<file path="src/rtl/midi_rx_parser_pkg.sv">
// Shared MIDI constants and state encodings for the serial receiver and
// the Note On/Off parser.
package midi_rx_parser_pkg;

   localparam logic [3:0] MIDI_NOTE_OFF     = 4'h8;
   localparam logic [3:0] MIDI_NOTE_ON      = 4'h9;
   localparam logic [7:0] MIDI_REALTIME_MIN = 8'hF8;
   localparam logic [7:0] MIDI_SYSCOM_MIN   = 8'hF0;

   typedef enum logic [1:0] {
      UART_IDLE  = 2'd0,
      UART_START = 2'd1,
      UART_DATA  = 2'd2,
      UART_STOP  = 2'd3
   } uart_state_t;

   typedef enum logic [1:0] {
      WAIT_STATUS = 2'd0,
      WAIT_NOTE   = 2'd1,
      WAIT_VEL    = 2'd2
   } parse_state_t;

endpackage

</file>
<file path="src/rtl/midi_uart_rx.sv">
// 8N1 UART receiver for the MIDI input: two-flop synchroniser, bit timer and
// framing FSM producing one-cycle byte_valid / frame_error pulses.
module midi_uart_rx
   import midi_rx_parser_pkg::*;
#(
   parameter int CLKS_PER_BIT = 800
) (
   input  logic       clk,
   input  logic       rst_n,
   input  logic       midi_rx,
   output logic [7:0] rx_byte,
   output logic       byte_valid,
   output logic       frame_error
);

   localparam int CNT_W = (CLKS_PER_BIT > 2) ? $clog2(CLKS_PER_BIT) : 1;
   localparam logic [CNT_W-1:0] BIT_END  = CNT_W'(CLKS_PER_BIT - 1);
   localparam logic [CNT_W-1:0] HALF_END = CNT_W'(CLKS_PER_BIT / 2 - 1);

   uart_state_t      state;
   logic [1:0]       sync_q;
   logic             rx_prev;
   logic [CNT_W-1:0] cnt;
   logic [2:0]       bit_idx;
   logic             rx_s;

   assign rx_s = sync_q[1];

   // Edge detection (not level) so a line left low after a bad stop bit
   // cannot start a phantom frame.
   always_ff @(posedge clk or negedge rst_n) begin
      if (!rst_n) begin
         sync_q      <= 2'b11;
         rx_prev     <= 1'b1;
         state       <= UART_IDLE;
         cnt         <= '0;
         bit_idx     <= '0;
         byte_valid  <= 1'b0;
         frame_error <= 1'b0;
      end else begin
         sync_q      <= {sync_q[0], midi_rx};
         rx_prev     <= rx_s;
         byte_valid  <= 1'b0;
         frame_error <= 1'b0;
         case (state)
            UART_IDLE: begin
               cnt <= '0;
               if (rx_prev && !rx_s) state <= UART_START;
            end
            UART_START: begin
               if (cnt == HALF_END) begin
                  cnt     <= '0;
                  bit_idx <= '0;
                  state   <= rx_s ? UART_IDLE : UART_DATA;
               end else begin
                  cnt <= cnt + 1'b1;
               end
            end
            UART_DATA: begin
               if (cnt == BIT_END) begin
                  cnt     <= '0;
                  bit_idx <= bit_idx + 1'b1;
                  if (bit_idx == 3'd7) state <= UART_STOP;
               end else begin
                  cnt <= cnt + 1'b1;
               end
            end
            UART_STOP: begin
               if (cnt == BIT_END) begin
                  cnt         <= '0;
                  byte_valid  <= rx_s;
                  frame_error <= !rx_s;
                  state       <= UART_IDLE;
               end else begin
                  cnt <= cnt + 1'b1;
               end
            end
            default: state <= UART_IDLE;
         endcase
      end
   end

   always_ff @(posedge clk) begin
      if (state == UART_DATA && cnt == BIT_END) rx_byte <= {rx_s, rx_byte[7:1]};
   end

endmodule

</file>
<file path="src/rtl/midi_rx_parser.sv">
// MIDI input front end: UART receive plus Note On/Off parsing with running
// status, producing a monophonic last-note-priority gate for midi_player.
module midi_rx_parser
   import midi_rx_parser_pkg::*;
#(
   parameter int CLK_FREQ       = 25_000_000,
   parameter int BAUD           = 31250,
   parameter int CHANNEL        = 0,
   parameter bit OMNI           = 1'b0,
   parameter int AMPLITUDE_BITS = 8
) (
   input  logic                      clk,
   input  logic                      rst_n,
   input  logic                      midi_rx,
   output logic [7:0]                midi_data,
   output logic                      midi_valid,
   output logic [AMPLITUDE_BITS-1:0] amplitude,
   output logic                      frame_error
);

   localparam int CLKS_PER_BIT = CLK_FREQ / BAUD;

   logic [7:0]   rx_byte;
   logic         byte_valid;
   parse_state_t pstate;
   logic         cmd_on;
   logic [6:0]   note_r;
   logic         chan_ok;
   logic         is_note_cmd;

   midi_uart_rx #(
      .CLKS_PER_BIT(CLKS_PER_BIT)
   ) u_uart (
      .clk        (clk),
      .rst_n      (rst_n),
      .midi_rx    (midi_rx),
      .rx_byte    (rx_byte),
      .byte_valid (byte_valid),
      .frame_error(frame_error)
   );

   // 7-bit velocity left-aligned, vacated low bits replicate v[6] so 0x7F
   // reaches full scale.
   function automatic logic [AMPLITUDE_BITS-1:0] vel_to_amp(input logic [6:0] v);
      logic [AMPLITUDE_BITS-1:0] a;
      a = {AMPLITUDE_BITS{v[6]}};
      a[AMPLITUDE_BITS-1 -: 7] = v;
      return a;
   endfunction

   assign chan_ok     = OMNI || (rx_byte[3:0] == 4'(CHANNEL));
   assign is_note_cmd = (rx_byte[7:4] == MIDI_NOTE_ON) || (rx_byte[7:4] == MIDI_NOTE_OFF);

   always_ff @(posedge clk or negedge rst_n) begin
      if (!rst_n) begin
         pstate     <= WAIT_STATUS;
         cmd_on     <= 1'b0;
         note_r     <= '0;
         midi_data  <= '0;
         midi_valid <= 1'b0;
         amplitude  <= '0;
      end else if (byte_valid) begin
         if (rx_byte >= MIDI_REALTIME_MIN) begin
            pstate <= pstate;
         end else if (rx_byte >= MIDI_SYSCOM_MIN) begin
            pstate <= WAIT_STATUS;
         end else if (rx_byte[7]) begin
            if (is_note_cmd && chan_ok) begin
               cmd_on <= (rx_byte[7:4] == MIDI_NOTE_ON);
               pstate <= WAIT_NOTE;
            end else begin
               pstate <= WAIT_STATUS;
            end
         end else begin
            case (pstate)
               WAIT_NOTE: begin
                  note_r <= rx_byte[6:0];
                  pstate <= WAIT_VEL;
               end
               WAIT_VEL: begin
                  pstate <= WAIT_NOTE;
                  if (cmd_on && rx_byte[6:0] != 7'd0) begin
                     midi_data  <= {1'b0, note_r};
                     amplitude  <= vel_to_amp(rx_byte[6:0]);
                     midi_valid <= 1'b1;
                  end else if (midi_valid && {1'b0, note_r} == midi_data) begin
                     midi_valid <= 1'b0;
                  end
               end
               default: pstate <= WAIT_STATUS;
            endcase
         end
      end
   end

endmodule

</file>
<file path="config.mk">
export PLATFORM = sky130hd
export DESIGN_NAME = midi_rx_parser
export DESIGN_NICKNAME = d
export VERILOG_FILES = /design/src/rtl/midi_rx_parser_pkg.sv /design/src/rtl/midi_uart_rx.sv /design/src/rtl/midi_rx_parser.sv
export SDC_FILE = /design/constraint.sdc
export NUM_CORES = 1
export LEC_CHECK = 0
export BUFFER_PORTS_ARGS = -buffer_cell sky130_fd_sc_hd__buf_2
export CORE_UTILIZATION = 55
export DETAILED_ROUTE_END_ITERATION = 8
export PLACE_DENSITY = 0.75
export SYNTH_ARGS = -nofsm -noshare
export SYNTH_HDL_FRONTEND = slang
export SYNTH_HIERARCHICAL = 1
export SYNTH_SLANG_ARGS = --single-unit
export TNS_END_PERCENT = 50
</file>
<file path="constraint.sdc">
create_clock -name clk -period 7 [get_ports clk]
set_clock_uncertainty 0.15 [all_clocks]
set_input_delay 1.05 -clock clk [delete_from_list [all_inputs] [get_ports clk]]
set_output_delay 1.05 -clock clk [all_outputs]
set_load 0.01 [all_outputs]
</file>
### Word level (Yosys, flattened, before mapping)

Index checks and enable logic that the tools add are counted.
Widths: inputs -> output; s select.

* $add $sub $neg: 2
* magnitude comparators: 2
* equal/unequal tests: 16
* muxes and demuxes: 23
* bitwise gates (word level): 3
* reduce and logical (&&, ||, !) cells: 20

Operators by type and width (count)
* $pmux 10 s3: 1
* $mux 10: 2
* $ge 8x8->1 const B: 2
* $mux 2: 8
* $reduce_and 5->1: 3
* $reduce_and 6->1: 2
* $add 10x1->10 const B: 1
* $eq 10x10->1 const B: 1
* $eq 10x9->1 const B: 1
* $ne 2x1->1 const B: 5
* $eq 4x4->1 const B: 2
* $pmux 2 s4: 1
* $eq 7x7->1: 1
* $mux 1: 7
* $reduce_bool 7->1: 1
* $eq 2x2->1 const B: 3
* $mux 3: 2
* $pmux 3 s2: 1
* $logic_and 1x1->1: 5
* $eq 2x1->1 const B: 2
* $logic_not 4->1: 1
* $pmux 2 s2: 1
* $reduce_bool 2->1: 2
* $add 3x1->3 const B: 1
* other kinds (8): 10

* flip-flop bits (word level): 54
* word-level logic and storage cells: 80

### Depth between registers and ports, before layout

Gate-level depths: netlist (run 1).

* word-level depth: 6
* mapped depth: 6

### Hierarchy

The synthesis (run 1) kept the hierarchy.

Modules (own cells, without submodules)
* midi_uart_rx: instances 1, cells each 95, area each 1173.6 um2, sequential area each 744.5 um2
* midi_rx_parser: instances 1, cells each 78, area each 1162.4 um2, sequential area each 625.6 um2

### Worst setup path before layout (run 1)

No wires, ideal clock.

* path type: register -> register
* start point: reg u_uart.cnt[0]
* end point: reg u_uart.rx_byte[0] (enable)
* setup time: 370 ps
* arrival: 1728 ps
* data required time: 6480 ps
* path slack: 4752 ps
* stages on the path, launching flop included: 6
* buffers on the path: 1
* period minus slack after synthesis: 2248 ps
* cells stage by stage: dfrtp_1 ha_1 nand4_2 or4_1 buf_2 nor2_1

* longest elaborated chain between the ends: 2

RTL lines
* from (decl): line midi_uart_rx.sv:23 `logic [CNT_W-1:0] cnt;`
* from (signal assigned): line midi_uart_rx.sv:56 `cnt <= cnt + 1'b1;`
* from (signal assigned): line midi_uart_rx.sv:65 `cnt <= cnt + 1'b1;`
* from (signal assigned): line midi_uart_rx.sv:75 `cnt <= cnt + 1'b1;`
* $eq 10x10->1: line midi_uart_rx.sv:84 `if (state == UART_DATA && cnt == BIT_END) rx_byte <= {rx_s, rx_byte[7:1]};`
* $logic_and 1x1->1: line midi_uart_rx.sv:84
* to (signal assigned): line midi_uart_rx.sv:84
* to (decl): line midi_uart_rx.sv:11 `output logic [7:0] rx_byte,`

Every way passes these cells.
A chain may end at the register's enable or synchronous reset.

### Worst setup path in the final report (run 1)

Same ends and word-level chain as after synthesis.

==> results.txt, run 1 <==
- The flow ran to the end, and the final reports show no timing, DRC or antenna violations.
- Setup-failing EPs final: 0
* Total leakage power: 1.17 nW
* Hold_sp: u_uart/sync_q[0]
- Last weighted congestion value of the routability-driven placer: 0.803
- Area contributors post-synth: sky130_fd_sc_hd__dfrtp_1 (45%), sky130_fd_sc_hd__edfxtp_1 (10%), sky130_fd_sc_hd__mux2_4 (5.8%)
- Resized Gates After CTS: 0
- Headroom to the max-slew limit came out at 36.8%.
* Net count after synthesis: 179
* Post-route ant nets: 0
* Sort of element at the end of the critical path: flop
* Share of power burned in combinational logic: 8.0%
* Compound-Gate Fraction of Synth Area: 4.98%
* Power after layout: 0.558 mW
- The worst hold path terminates at u_uart/sync_q[1].
* Maximum buffer depth of the clock tree: 2
* Portion of total power attributed to sequential cells: 62.4%
* Post-Synth Adder-Cell Area: 1.61%
- Of all nets on the critical path, the largest fanout is 8.
* Standard-cell rows: 23
- Total standard cell area after synthesis: 0.00234 mm²
- Core ar.: 0.00403 mm²
* Avg WL per Cell: 15.4 µm
* Via total after detailed routing: 1381
- The number of global-route vias before repair is 1425.
- Buffers inserted to repair hold after CTS numbered 0.
* Number of primary I/O pins: 21
- Dividing the final minimum period by the clock period gives 35.2%.
- Switching share of power: 25.6%
- The first global-routing pass estimated 6440 µm of wire.
* Worst reg2reg setup slack: 4.54 ns
* Number of non-filler instances in the completed layout: 244
* Cell count after placement: 236
* Filler Cell Count: 313
- The initial antenna violation count came to 0.
* Met2 layer usage reported by global route: 33.0%
- Share of total power in the clock network: 29.6%
- Power spread over the standard cell area amounts to 220 mW/mm².
* Worst stage delay on the critical path: 0.60 ns
- By area, the combinational part of the netlist is dominated by multiplexers.
- TritonCTS clock tree: yes
- For met1 alone, demand over resource in global routing was 23.4%.
- Tot GR Track Use: 19.8%
- Worst-Skew Late Latency: 0.30 ns
- Arrival time at the worst endpoint: 2.26 ns
* Buf/Inv on CP: 0
* Xor and xnor fraction of the mapped netlist area: 6.00%
* Number of warnings printed during yosys synthesis: 6
* Total count of max-transition violations in the final report: 0
- Setup total negative slack on the finished layout was measured at 0 ns.
* H-tree depth: 2
- Actual transition at the worst max-transition pin: 0.948 ns
- Maximum number of pins on one net before global-route repair: 46
* Number of input and output port buffers inserted: 19
* Residual DRC count: 0
* Buffers inserted during post-CTS setup optimization: 0
- Across the run, the number of max-cap violations was 0.
* Worst-path cell chain: ha_1, nand4_2, or4_1, nor2_1
- Internal cell power: 0.415 mW
- Met3 track demand over resource: 5.57%
- Crit path kind: reg -> reg
- Number of flops mapped to enable cells by yosys: 8
* Proportion of netlist area held by the largest area contributor: 45.0%
- The min-delay analysis places its worst path in the category reg -> reg.
- Synth Flop Type: sky130_fd_sc_hd__dfrtp_1
- Register clock-pin slew on the reported worst setup and hold paths: 0.09 ns
* Library cell used as clock root buffer: sky130_fd_sc_hd__clkbuf_8
- The initial utilization of the core area, before any placement, comes to 58.0%.
- The cell family contributing the most delay on the critical path is simple AND/OR/NAND/NOR gates.
- The synthesized netlist devotes 12.4% of its cell area to simple gates.
- Worst Reg-to-Reg Cells: 4
* Cell taking the most area after synthesis: sky130_fd_sc_hd__dfrtp_1
- The number of endpoints with negative hold slack in the final report is 0.
* Vert. Die Dim: 67.2 µm
- Endpoint required time on the critical path: 6.79 ns
* P&R area growth vs syn: 8.46%
- Number of design-rule violations left by the first detailed-router iteration: 73
- Of all flip-flops after synthesis, the portion carrying an async set or reset was 84.9%.
* Final nets: 199
* Worst reg2reg path endpoint: u_uart/rx_byte[0]
- Worst reg2reg path startpoint: u_uart/cnt[0]
- Fraction of final layout cells with drive strength greater than 1: 30.9%
- In this run the power spent charging and discharging nets is 0.143 mW.
- Static timing analysis puts the maximum clock frequency at 406 MHz.
- The worst setup path is launched from a flop.
* Die Span X: 67.2 µm
- RSZ-0062 raised after global routing: no
- Final core occ: 62.9%
- met2 is the most crowded layer.
- Clk sink count: 53
- The total overflow left after global routing is 0.
- Die Footprint: 0.00451 mm²
- Once detailed placement completed, the half-perimeter wirelength came to 2680 µm.
- Crit path max-delay cell type: sky130_fd_sc_hd__or4_1
- The smallest clock period supported by the final layout is computed as 2.46 ns.
* Synth cell types: 45
- Post-synthesis register bit count: 53
- TritonCTS created 5 clock buffers.
- IR Drop Worst-Case VDD: 0.166 mV
- Sequential elements use 58.7% of the synthesized area.
- Ranked by instance count, the synthesized netlist is headed by sky130_fd_sc_hd__dfrtp_1 (42), sky130_fd_sc_hd__nor2_1 (16), sky130_fd_sc_hd__xnor2_1 (13).
* Synth Instances: 173
* Antenna cell count: 0
* Number of detailed-routing iterations run before antenna repair: 4
- Mux contribution to synthesized area: 12.9%
- Aggregate routed wire length: 3760 µm
* Average vias per placed instance: 5.66
* Worst hold stages: 0
- Average footprint of a synthesized cell: 13.5 µm²
- sky130_fd_sc_hd__dfrtp_1 is the most common cell in the netlist.
## registers in the layout, indices dropped and copies added (netlist names), named ones only
signal	cells
amplitude	7
cmd_on	1
midi_data	7
midi_valid	1
note_r	7
pstate	2
u_uart/bit_idx	3
u_uart/byte_valid	1
u_uart/cnt	10
u_uart/frame_error	1
u_uart/rx_byte	8
u_uart/rx_prev	1
u_uart/state	1
u_uart/sync_q	2
## cell type report
type | instances | area, µm² | area share (%)
clock inverters | 3 | 17.5 | 0.691
clock buffers | 5 | 68.8 | 2.72
flip-flops and latches | 53 | 1370 | 54.1
well taps | 50 | 62.6 | 2.47
multi-input cells | 107 | 890 | 35.1
inverters | 6 | 22.5 | 0.889
repair buffers | 20 | 103 | 4.05
## how the worst max path moves through the flow
stage | from | to | slack [ns] | depth (start not counted)
floorplan | u_uart/cnt[0] | u_uart/rx_byte[0] | 4.75 | 5
global placement | u_uart/cnt[0] | u_uart/rx_byte[4] | 4.67 | 4
CTS | u_uart/cnt[0] | u_uart/rx_byte[1] | 4.55 | 4
detailed placement | u_uart/cnt[0] | u_uart/rx_byte[4] | 4.57 | 4
finish | u_uart/cnt[0] | u_uart/rx_byte[0] | 4.54 | 4
global route | u_uart/cnt[0] | u_uart/rx_byte[0] | 4.39 | 4
## cells in the final DEF (no fill, tap or decap), types with 3 or more instances in the layout
| cell | instances |
|---|---|
| sky130_fd_sc_hd__nand2_1 | 5 |
| sky130_fd_sc_hd__dfstp_2 | 3 |
| sky130_fd_sc_hd__nand4_1 | 6 |
| sky130_fd_sc_hd__dfrtp_1 | 42 |
| sky130_fd_sc_hd__inv_1 | 6 |
| sky130_fd_sc_hd__clkbuf_8 | 5 |
| sky130_fd_sc_hd__mux2_2 | 12 |
| sky130_fd_sc_hd__edfxtp_1 | 8 |
| sky130_fd_sc_hd__mux2_4 | 9 |
| sky130_fd_sc_hd__nor3_1 | 3 |
| sky130_fd_sc_hd__xor2_1 | 3 |
| sky130_fd_sc_hd__buf_2 | 19 |
| sky130_fd_sc_hd__o22ai_1 | 3 |
| sky130_fd_sc_hd__xnor2_1 | 13 |
| sky130_fd_sc_hd__nor2_1 | 16 |
| sky130_fd_sc_hd__nand3_1 | 6 |
| sky130_fd_sc_hd__ha_1 | 3 |
## metrics by stage
stage          area (µm²)  worst slack, ns  hold WS [ns]
6_report             2530             4.54         0.214
5_1_grt              2530             4.39         0.223
4_1_cts              2530             4.55         0.215
3_5_place_dp         2450             4.57         0.203
3_3_place_gp         2450             4.67         0.197
2_1_floorplan        2340             4.75         0.195
## kinds of logic (layout without fill, tap and decap cells)
logic type	count (synthesis)	count (layout)
AO/OA/AOI/OAI	15	15
XOR/XNOR	16	16
adder cells (fa/ha/maj)	3	3
buffers and inverters	13	34
flip-flops	53	53
multiplexers	24	24
other	1	1
AND/OR/NAND/NOR	48	48
## power by group through the flow
stage                     Clock [mW]  Combinational (mW)  Sequential, mW
after detailed placement           0              0.0459           0.354
after global placement             0              0.0432           0.352
after global routing           0.185              0.0539           0.352
final                          0.165              0.0447           0.348
after floorplan                    0              0.0358           0.348
after CTS                      0.172              0.0459           0.348
## per-layer routing
layer	routed length (µm)	vias up
li1	-	651
met4	76	0
met1	1670	686
met2	1860	36
met3	151	8
met5	0	-
Note: power is estimated with default switching activity, not from simulation.
==> run 2, diff against run 1 <==
==> constraint.sdc (replaced) <==
create_clock -name clk -period 2.36 [get_ports clk]
set_clock_uncertainty 0.15 [all_clocks]
set_input_delay 0.354 -clock clk [delete_from_list [all_inputs] [get_ports clk]]
set_output_delay 0.354 -clock clk [all_outputs]
set_load 0.01 [all_outputs]
==> results.txt, run 2 (same netlist as run 1, synthesis figures left out) <==
* Run status: finished clean
- Grouping stages by cell kind, the critical path spends the most delay in simple AND/OR/NAND/NOR gates.
* Avg WL per Cell: 15.4 µm (-0.17%)
* Largest fanout of any net on the critical path: 8 (unchanged)
- Setup TNS Final: 0 ns (unchanged)
- The number of core rows is 23 (unchanged).
- Buffers inserted during post-CTS setup optimization: 0 (unchanged)
- The filler cell count in the final layout is 311 (-0.64%).
- The worst setup path is captured at a flop.
- Number of input and output port buffers inserted: 19 (unchanged)
- The number of endpoints with negative hold slack in the final report is 0 (unchanged).
- Most common library cell in the layout ignoring fill and taps: sky130_fd_sc_hd__dfrtp_1
* Average vias per placed instance: 5.68 (+0.36%)
* Number of global-route vias before repair: 1452 (+1.9%)
- In this run the worst hold path is classified as reg -> reg.
- The arrival time reported for the critical path endpoint is 2.03 ns (-0.23 ns).
* Core ar.: 0.00403 mm² (unchanged)
- Crit path kind: reg -> reg
- The via count came to 1420 (+2.8%).
- Last weighted congestion value of the routability-driven placer: 0.817 (+1.7%)
* Fraction of final layout cells with drive strength greater than 1: 31.5% (+0.57 points)
- TritonCTS built the clock tree.
* Worst reg2reg path startpoint: u_uart/cnt[0]
- Register clock-pin slew on the reported worst setup and hold paths: 0.09 ns (about the same)
- Startpoint of the worst setup timing path: u_uart/cnt[0]
* Top flop regs: u_uart/cnt: 10 flops, u_uart/rx_byte: 8 flops
- Portion of total power attributed to sequential cells: 58.7% (-3.7 points)
* Number of detailed-routing iterations run before antenna repair: 4 (unchanged)
- The I/O pin count came to 21 (unchanged).
- Shortest clock period the worst path allows after layout: 2.15 ns (-0.308 ns)
- RSZ-0062 raised after global routing: no
* Internal cell power: 1.34 mW (+220%)
- H-tree depth: 2 (unchanged)
- The slowest stage of the critical path belongs to the cell sky130_fd_sc_hd__or4_1.
* Aggregate routed wire length: 3850 µm (+2.3%)
- Final nets: 205 (+3.0%)
- Register name with the most flops: u_uart/cnt
- Final worst-path cycle share: 91.3% (+56 points)
* Setup-failing EPs final: 0 (unchanged)
* Number of flip-flops in the largest register: 10 (unchanged)
- The number of violations reported at the end of detailed-routing iteration 0 was 53 (-27%).
* Fin area: 0.00261 mm² (+2.9%)
* Max_cap viols: 0 (unchanged)
* Global-route wire length before repair: 6710 µm (+4.2%)
* Die Span X: 67.2 µm (unchanged)
- Achievable Freq: 464 MHz (+14%)
- Final core occ: 64.7% (+1.8 points)
- Library cell used as clock root buffer: sky130_fd_sc_hd__clkbuf_8
- The total DRC errors in the routed layout was 0 (unchanged).
- The largest stage delay on the critical path is 0.60 ns (about the same).
- The cell total after placement came to 240 (+1.7%).
- Instance area at placement: 0.00248 mm² (+1.2%)
- The leakage power total came to 1.21 nW (+3.2%).
- The fraction of power spent switching nets is 24.0% (-1.7 points).
- Tot GR Track Use: 20.5% (+0.61 points)
- The buffering stage count on the worst path with inverters included is 1 (+1).
* GR Overflow Total: 0 (unchanged)
* Antenna violations before repair: 0 (unchanged)
- Number of non-filler instances in the completed layout: 250 (+2.5%)
- Total count of max-transition violations in the final report: 0 (unchanged)
- The latest clock arrival within the worst-skew pair is 0.31 ns (about the same).
- The relative contribution of combinational cells to total power is 7.6% (-0.4 points).
- Critical Path Source Type: flop
- Post-detail-place hpwl: 2750 µm (+2.8%)
- The worst supply voltage drop on vdd is 0.463 mV (+180%).
- The clock network fraction of total power was 33.8% (+4.2 points).
- P&R area growth vs syn: 11.6%
* Endpoint required time on the critical path: 2.23 ns (-4.56 ns)
- Hold_sp: u_uart/sync_q[0]
- Commonest cells after routing, fill and taps aside: sky130_fd_sc_hd__dfrtp_1 (42), sky130_fd_sc_hd__buf_2 (19), sky130_fd_sc_hd__nor2_1 (16), sky130_fd_sc_hd__xnor2_1 (13), sky130_fd_sc_hd__mux2_2 (12)
* P_sw: 0.423 mW (+200%)
- Antenna cell count: 0 (unchanged)
* Clk sink count: 53 (unchanged)
* Die Footprint: 0.00451 mm² (unchanged)
* Vert. Die Dim: 67.2 µm (unchanged)
* Initial Util: 58.0% (unchanged)
- The number of buffers between clock root and the deepest sink was 2 (unchanged).
- The power per cell area was 677 mW/mm² (+210%).
* Worst-path cell chain: ha_1, nand4_2, or4_1, nor2_1, buf_4
- The clock buffer count from CTS came to 5 (unchanged).
- The maximum number of pins on one net before global-route repair is 25 (-46%).
- The count of antenna-violating nets left after detailed routing is 0 (unchanged).
- Worst reg2reg setup slack: 0.21 ns (-4.33 ns)
==> run 2: changes by cell type in the layout (fill, tap and decap cells not counted), sizes merged <==
cell | previous run | this run
buf | 20 | 24
clkinv | 2 | 1
bufinv | 0 | 1
dlygate4sd3 | 0 | 2
==> run 2: area by class of cell <==
cell class / count / area, µm² / share of cell area (%)
Clock inverter: 3 / 41.3 / 1.58
Tap cell: 50 / 62.6 / 2.40
Clock buffer: 5 / 68.8 / 2.64
Timing Repair Buffer: 26 / 153 / 5.85
Multi-Input combinational cell: 107 / 890 / 34.1
Sequential cell: 53 / 1370 / 52.5
Inverter: 6 / 22.5 / 0.864
==> run 2: power groups by stage <==
stage	Clock (mW)	Sequential [mW]	Combinational (mW)
final	0.596	1.04	0.134
after global routing	0.651	1.04	0.158
after CTS	0.612	1.04	0.137
after detailed placement	0	1.05	0.134
after global placement	0	1.05	0.128
after floorplan	0	1.03	0.106
==> run 2: layer usage <==
metal  GRT usage, %  part of all wire, %  up-vias
li1               -                    -      662
met1           24.6                   44      716
met2           34.4                   51       32
met3           5.74                  3.2       10
met4           8.51                  2.0        0
met5              0                    0        -
==> run 2: final timing paths <==
check / to / depth (start not counted)
worst max-delay path: u_uart/rx_byte[7] / 5
worst min-delay path: u_uart/sync_q[1] / 0
worst max register to register: u_uart/rx_byte[7] / 5
worst min register to register: u_uart/sync_q[1] / 0
max in group asynchronous: amplitude[3] / 3
min in group asynchronous: amplitude[5] / 2
==> run 2: stage by stage <==
stage | hold WS (ns) | total power [mW] | setup slack [ns]
6_report | 0.213 | 1.76 | 0.205
5_1_grt | 0.217 | 1.85 | 0.0972
4_1_cts | 0.212 | 1.78 | 0.194
3_5_place_dp | 0.175 | 1.19 | 0.236
3_3_place_gp | 0.165 | 1.17 | 0.282
2_1_floorplan | -0.0916 | 1.14 | 0.112
==> run 2: what timing repair did <==
action / in CTS / in global routing
hold endpoints to repair: 19 / 0
resized for setup: 0 / 0
hold buffers: 2 / 0
